## config.mk

```make
export PLATFORM = sky130hd
export DESIGN_NAME = mod4051_accum
export DESIGN_NICKNAME = d
export VERILOG_FILES = /design/src/rtl/mod4051_accum.sv
export SDC_FILE = /design/constraint.sdc
export NUM_CORES = 1
export LEC_CHECK = 0
export ABC_AREA = 1
export ABC_CLOCK_PERIOD_IN_PS = 4550
export CAP_MARGIN = 20
export CORE_MARGIN = 1
export CORE_UTILIZATION = 45
export CTS_CLUSTER_DIAMETER = 100
export CTS_CLUSTER_SIZE = 28
export DETAILED_ROUTE_END_ITERATION = 6
export PLACE_DENSITY = 0.72
export REMOVE_ABC_BUFFERS = 1
export SLEW_MARGIN = 20
export SYNTH_ARGS = -nofsm -noshare
export SYNTH_HDL_FRONTEND = slang
export SYNTH_SLANG_ARGS = --single-unit
```

## constraint.sdc

```tcl
create_clock -name clk -period 4.55 [get_ports clk]
set_input_delay 0.91 -clock clk [delete_from_list [all_inputs] [get_ports clk]]
set_output_delay 0.91 -clock clk [all_outputs]
set_load 0.01 [all_outputs]
```

## src/rtl/mod4051_accum.sv

```systemverilog
// mod4051_accum
//   Frame accumulator that sums partial residues coming out of an upstream
//   LUT stage and reduces them modulo MOD. Each frame is a run of beats
//   that ends with in_last. The final residue and the beat count are then
//   presented on a registered output and held until the consumer takes them.
//
// Parameters
//   The modulus parameter is applied to every accumulation and must be
//   below 2**W; W is the residue width in bits.
//
// Ports
//   clk        : single clock, rising edge
//   rst        : synchronous active-high reset
//   in_valid   : upstream beat present
//   in_ready   : block can accept a beat (low while a result is held)
//   in_data    : partial residue, 0..2**W-1
//   in_last    : final beat of the frame
//   out_valid  : frame residue available
//   out_ready  : downstream takes the result
//   out_data   : frame residue, always < MOD
//   out_beats  : beats in the frame, saturating at 255
module mod4051_accum #(
  parameter int MOD = 4051,
  parameter int W   = 12
) (
  input  logic         clk,
  input  logic         rst,
  input  logic         in_valid,
  output logic         in_ready,
  input  logic [W-1:0] in_data,
  input  logic         in_last,
  output logic         out_valid,
  input  logic         out_ready,
  output logic [W-1:0] out_data,
  output logic [7:0]   out_beats
);

  localparam logic [W-1:0] MOD_W = W'(MOD);
  localparam logic [W:0]   MOD_S = (W+1)'(MOD);

  typedef enum logic [1:0] {
    S_IDLE = 2'd0,
    S_ACC  = 2'd1,
    S_HOLD = 2'd2
  } state_t;

  state_t       state_q;
  logic [W-1:0] acc_q;
  logic [7:0]   beats_q;
  logic [W-1:0] out_data_q;
  logic [7:0]   out_beats_q;
  logic         out_valid_q;

  logic [W-1:0] din_red;
  logic [W:0]   sum;
  logic [W-1:0] acc_d;
  logic [7:0]   beats_d;
  logic         accept;

  assign in_ready  = (state_q != S_HOLD);
  assign accept    = in_valid && in_ready;
  assign out_valid = out_valid_q;
  assign out_data  = out_data_q;
  assign out_beats = out_beats_q;

  // Residue update for the beat on the bus. A single conditional subtract
  // on the input is enough because any W-bit value is below 2*MOD; the sum
  // of two values below MOD is then below 2*MOD, so one more conditional
  // subtract brings it back into range.
  always_comb begin
    din_red = (in_data >= MOD_W) ? (in_data - MOD_W) : in_data;
    sum     = {1'b0, acc_q} + {1'b0, din_red};
    acc_d   = din_red;
    beats_d = 8'd1;
    if (state_q == S_ACC) begin
      acc_d   = (sum >= MOD_S) ? W'(sum - MOD_S) : sum[W-1:0];
      beats_d = (beats_q == 8'd255) ? beats_q : (beats_q + 8'd1);
    end
  end

  always_ff @(posedge clk) begin
    if (rst) begin
      state_q     <= S_IDLE;
      acc_q       <= '0;
      beats_q     <= '0;
      out_data_q  <= '0;
      out_beats_q <= '0;
      out_valid_q <= 1'b0;
    end else begin
      case (state_q)
        S_IDLE, S_ACC: begin
          if (accept) begin
            acc_q   <= acc_d;
            beats_q <= beats_d;
            if (in_last) begin
              out_data_q  <= acc_d;
              out_beats_q <= beats_d;
              out_valid_q <= 1'b1;
              state_q     <= S_HOLD;
            end else begin
              state_q <= S_ACC;
            end
          end
        end
        S_HOLD: begin
          // in_ready is low here, so no beat can slip in on the exit cycle.
          if (out_ready) begin
            out_valid_q <= 1'b0;
            state_q     <= S_IDLE;
          end
        end
        default: begin
          state_q     <= S_IDLE;
          out_valid_q <= 1'b0;
        end
      endcase
    end
  end

endmodule

```

==> flow_summary.yaml, run 1 <==
global_routing:
  grt_start_max_net_pins: 34
  grt_pass1_wl_mm: 15.1
  antenna_found_initial: 0
  grtUsageTotal_pct: 24.6
  grt_remaining_overflow: 0
  grt_pass1_vias: 3384
synthesis:
  synth_top_cell_by_area: "dfxtp_1"
  ys_seq_area_share_pct: 25.6
  yosysMostFrequentCell: "nand2_1"
  avgSynthCellArea_um2: 6.19
  ys.flop_type: "dfxtp_1"
  synth_common_cells: "nand2_1, inv_1, nand3_1, nor2_1"
  synth_top_area_share_pct: 25.6
  ys_types: 37
  syn-instance-count: 544
  ys_ff_latch: 43
  ys_top_cells_by_area: "dfxtp_1, nand2_1, inv_1"
  syn-cell-area_um2: 3370
  synth_edf_count: 0
  async_flop_share_pct: 0
  yosys_warnings: 0
floorplanning:
  start_util_pct: 46.4
  die_x_um: 88.5
  core_area_um2: 7250
  dieArea_um2: 7830
  die_h_um: 88.5
  fp-row-count: 31
  io_pins: 39
cts:
  cts_tree: "done"
  numCtsBuffers: 5
  clk_latency_ps: 300
  cts-hold-fix-buffers: 0
  path_clk_slew_ps: 90
  root_buffer: "clkbuf_8"
  cts.sinks: 43
  cts_buffer_depth: 2
  h-tree-depth: 2
placed_design:
  placedCellCount: 710
  hpwl_mm: 7.14
  place_congestion: 0.916
  place_ws_ps: -370
  port_buffers: 38
power_and_ir_drop:
  p_leak_uw: 0.00213
  powerDensity_nw_per_um2: 307
  ir_worst_vdd_mv: 0.179
cells_and_area:
  finalNonFillerCells: 723
  fin_nets: 657
  syn_to_final_growth_pct: 30.9
  n_antenna_cell: 0
  drive_gt1_share_pct: 18.4
hold_path:
  hold_class: "reg -> reg"
  hp-start: "out_beats[4]"
setup_path:
  rr_startpoint: "acc_q[0]"
  path_max_fanout: 6
  crit_type: "in -> reg"
  r2r_setup_slack_ps: 1800
  reg2regPathDepth: 19
  crit_arrival_ps: 4610
  required_ps: 4790
  endpoint_kind: "flip-flop"
  crit_path_end: "out_data[1]"
  timing.rr.end: "out_data[1]"
  critPathLaunchType: "input pin"
  crit_path_start: "in_data[0]"
route:
  wl_mm: 9.74
  wl_per_cell_um: 13.5
  first_pass_iters: 5
  ant_nets: 0
  drcViolationCount: 0
  via_per_inst: 5.31
  drt_iter0_drc: 255
  vias: 3842
sta:
  max_slew_margin_pct: 39.2
  worst_pin_slew_ps: 911
  setup_viol: 0
  fmax_mhz: 229
  final_max_slew_viol_count: 0
  worst_slack_ps: 187
  hold_violations: 0
  fin_skew_ps: 11.1
  layout_worst_path_cycle_share_pct: 95.9
  fin_crit_ps: 4360
  whs_ps: 491
status:
  status: "completed"
flow_run:
  drv_cap: 0
## sequential cells by signal, summed over array words and instances, names as in the netlist
register and count:
out_data 12, acc_q 12, beats_q 8, state_q 2
out_beats 8, out_valid 1
## what timing repair did
item                                    in CTS  in global routing
pin swaps                                    0                  9
cloned                                       0                  3
endpoints found under the hold margin        0                  0
setup buffers                                0                  2
resized for setup                            1                 31
endpoints found under the setup margin      16                 24
## report_power, final
group / switching, uW / leakage, uW / internal [uW]
logic: 326 / 0.00171 / 246
clock network: 135 / 0.0000654 / 220
registers: 20.6 / 0.000355 / 405
total: 482 / 0.00213 / 871
## layer usage
layer	wire [um]	vias to the layer above	GRT usage [%]
met5	0	-	0
met4	311	0	9.68
met3	497	25	3.08
met2	4550	143	41.5
met1	4370	1747	32.0
li1	-	1927	-
## cell usage in the layout, fill, tap and decap left out, types with 4 or more instances in the layout
cell | Yosys | routed
dfxtp_1 | 43 | 43
nand2_2 | 13 | 15
nand2_1 | 138 | 135
nor3_1 | 6 | 4
ha_1 | 16 | 11
inv_1 | 76 | 75
nor2_4 | 1 | 4
nor2_1 | 44 | 39
clkdlybuf4s50_1 | 0 | 38
nand4_1 | 17 | 17
o21ai_0 | 43 | 41
a21oi_1 | 41 | 41
xor2_1 | 7 | 6
nand3_1 | 47 | 46
clkbuf_8 | 1 | 5
buf_4 | 2 | 49
nor2_2 | 7 | 9
## worst max-delay path, stage by stage
cell and delay [ps]:
clkdlybuf4s50_1 440, ha_2 200, nor3_2 200, nor2_2 90, o21ai_4 230, xnor2_2 150, ha_2 220, inv_1 50
fa_2 370, inv_2 110, nand3_1 100, nand3_1 90, nand2_1 110, nand2_1 90, nand2_1 60, nand2_1 140
nand2_2 100, nor2_4 170, nand3_4 150, buf_4 170, nand4_1 80, nand3_1 110, nand3_1 150, nand2_1 60
inv_1 40
## cell families (layout without fill, tap and decap cells)
family	after synthesis	after routing	synth area share, %
and+or+nand+nor	281	284	37.5
buffers and inverters	98	175	12.7
AOI/OAI and AO/OA	95	95	15.1
DFF	43	43	25.6
adders and majority gates	17	17	6.54
xor gates and xnor gates	10	10	2.60
## cell type report
| type | instances | area, um2 |
|---|---|---|
| fillers | 695 | 2850 |
| multi-input cells | 406 | 2240 |
| flip-flops and latches | 43 | 861 |
| repair buffers | 87 | 748 |
| inverters | 80 | 302 |
| well taps | 99 | 124 |
| clock buffers | 6 | 72.6 |
| clock inverters | 2 | 60.1 |
## worst min-delay path by stage
stage              endpoint  slack [ps]  cells after the start
3_5_place_dp   out_beats[4]         480                      2
6_report       out_beats[4]         490                      2
2_1_floorplan    beats_q[5]         450                      2
3_3_place_gp      out_valid         470                      2
5_1_grt        out_beats[4]         510                      2
4_1_cts        out_beats[4]         490                      2
## per-stage QoR
stage	cell area (um2)	TNS, ps	utilization, %	power (uW)
finish	4410	0	60.8	1350
global route	4410	-245	60.8	1440
CTS	4240	0	58.4	1310
detailed placement	4100	-7360	56.5	959
global placement	4100	-4330	56.5	949
floorplan	3240	0	-	755
No activity file was read; power rests on OpenSTA's default activity.
==> run 2: changes to the inputs <==
- CTS_BUF_LIST: not set -> sky130_fd_sc_hd__clkbuf_8
- SKIP_CTS_REPAIR_TIMING: not set -> 1
==> run 2 against run 1 <==
Against the previous run: first-iteration DRC count is 1.2% higher; wire length fell by 0.81%; sequential power barely moved; clock-buffer cell count decreased by 1; utilization shrank 0.21 points; global-route usage down 0.14 points; via count down 1.1%; final area fell by 0.34%; critical path type unchanged.
==> flow_summary.yaml, run 2 (synthesized netlist as in run 1, its figures left out) <==
floorplanning:
  fp-row-count: 31
  dieArea_um2: 7830
  start_util_pct: 46.4
  core_area_um2: 7250
  io_pins: 39
  die_h_um: 88.5
  die_x_um: 88.5
global_routing:
  grt_start_max_net_pins: 34
  grt_remaining_overflow: 0
  grt_pass1_wl_mm: 15.0
  grt_pass1_vias: 3365
  grtUsageTotal_pct: 24.5
  antenna_found_initial: 0
sta:
  worst_pin_slew_ps: 906
  final_max_slew_viol_count: 0
  fin_skew_ps: 11.3
  worst_slack_ps: 169
  layout_worst_path_cycle_share_pct: 96.3
  setup_tns_ps: 0
  setup_viol: 0
  fin_crit_ps: 4380
  hold_violations: 0
  fmax_mhz: 228
  max_slew_margin_pct: 39.5
cells_and_area:
  syn_to_final_growth_pct: 30.4
  multiInputGateArea_um2: 2230
  n_antenna_cell: 0
  finalNonFillerCells: 722
  nFillCells: 702
  final_cell_mix: "nand2_1, inv_1, buf_4, nand3_1, dfxtp_1"
  area.sequential_um2: 861
  drive_gt1_share_pct: 18.5
  layout_commonest_cell: "nand2_1"
  fin_nets: 656
setup_path:
  slowest_stage: "clkdlybuf4s50_1"
  crit_family: "simple AND/OR/NAND/NOR gates"
  crit_arrival_ps: 4620
  path_max_fanout: 6
  required_ps: 4790
  endpoint_kind: "flip-flop"
  critPathLaunchType: "input pin"
  worst-path-buf-inv: 5
  max_stage_delay_ps: 440
  crit_type: "in -> reg"
  cpMostUsedCell: "nand2_1"
status:
  status: "completed"
route:
  via_per_inst: 5.26
  ant_nets: 0
  wl_per_cell_um: 13.4
  drcViolationCount: 0
  wl_mm: 9.66
  vias: 3801
  first_pass_iters: 5
  drt_iter0_drc: 258
placed_design:
  port_buffers: 38
  place_congestion: 0.916
  hpwl_mm: 7.14
  place_ws_ps: -370
  placedCellCount: 710
cts:
  cts_tree: "done"
  root_buffer: "clkbuf_8"
  path_clk_slew_ps: 90
  numCtsBuffers: 5
  cts_buffer_depth: 2
  cts.sinks: 43
  clk_latency_ps: 300
  h-tree-depth: 2
power_and_ir_drop:
  powerDensity_nw_per_um2: 306
  ir_worst_vdd_mv: 0.179
  p_leak_uw: 0.00213
flow_run:
  drv_cap: 0
hold_path:
  hold_class: "reg -> reg"
[run 2: changes by cell type in the layout (fill, tap and decap cells not counted), sizes merged]
cell and delta:
clkbuf -1, buf -1, inv +1
[run 2: report_power, final]
part / total (uW) / switching (uW) / internal (uW)
Clock: 354 / 136 / 217
Sequential: 425 / 20.4 / 405
Combinational: 567 / 323 / 244
[run 2: final cells by class]
class | instances | share of cell area, %
multi-input combinational | 406 | 50.8
sequential | 43 | 19.6
timing repair buffer | 86 | 16.9
inverter | 80 | 6.86
tap | 99 | 2.82
clock buffer | 5 | 1.57
clock inverter | 3 | 1.45
[run 2: worst paths after layout]
| path | start | to | slack [ps] | cells past startpoint |
|---|---|---|---|---|
| worst max register to register | acc_q[0] | out_data[1] | 1830 | 19 |
| worst min-delay path | out_beats[4] | out_beats[4] | 490 | 2 |
| worst min register to register | out_beats[4] | out_beats[4] | 490 | 2 |
| worst max-delay path | in_data[0] | out_data[1] | 170 | 25 |
[run 2: tightest hold or removal path, cell delays in order, from the launching register on]
cell and delay [ps]:
dfxtp_1 320, o21ai_0 70, a21oi_1 60
[run 2: metal layers]
layer / global-route usage [%] / vias to the layer above / part of all wire (%)
li1: - / 1926 / -
met1: 32.0 / 1724 / 45
met2: 41.1 / 130 / 46
met3: 3.08 / 21 / 5.2
met4: 9.68 / 0 / 3.2
met5: 0 / - / 0
[run 2: through the flow]
step                      instance area (um2)  total power, uW  utilization (%)  hold WS (ps)
after floorplan                          3240              755                -           452
after global placement                   4100              949             56.5           467
after detailed placement                 4100              959             56.5           479
after CTS                                4230             1310             58.4           490
after global routing                     4390             1430             60.6           509
final                                    4390             1350             60.6           490
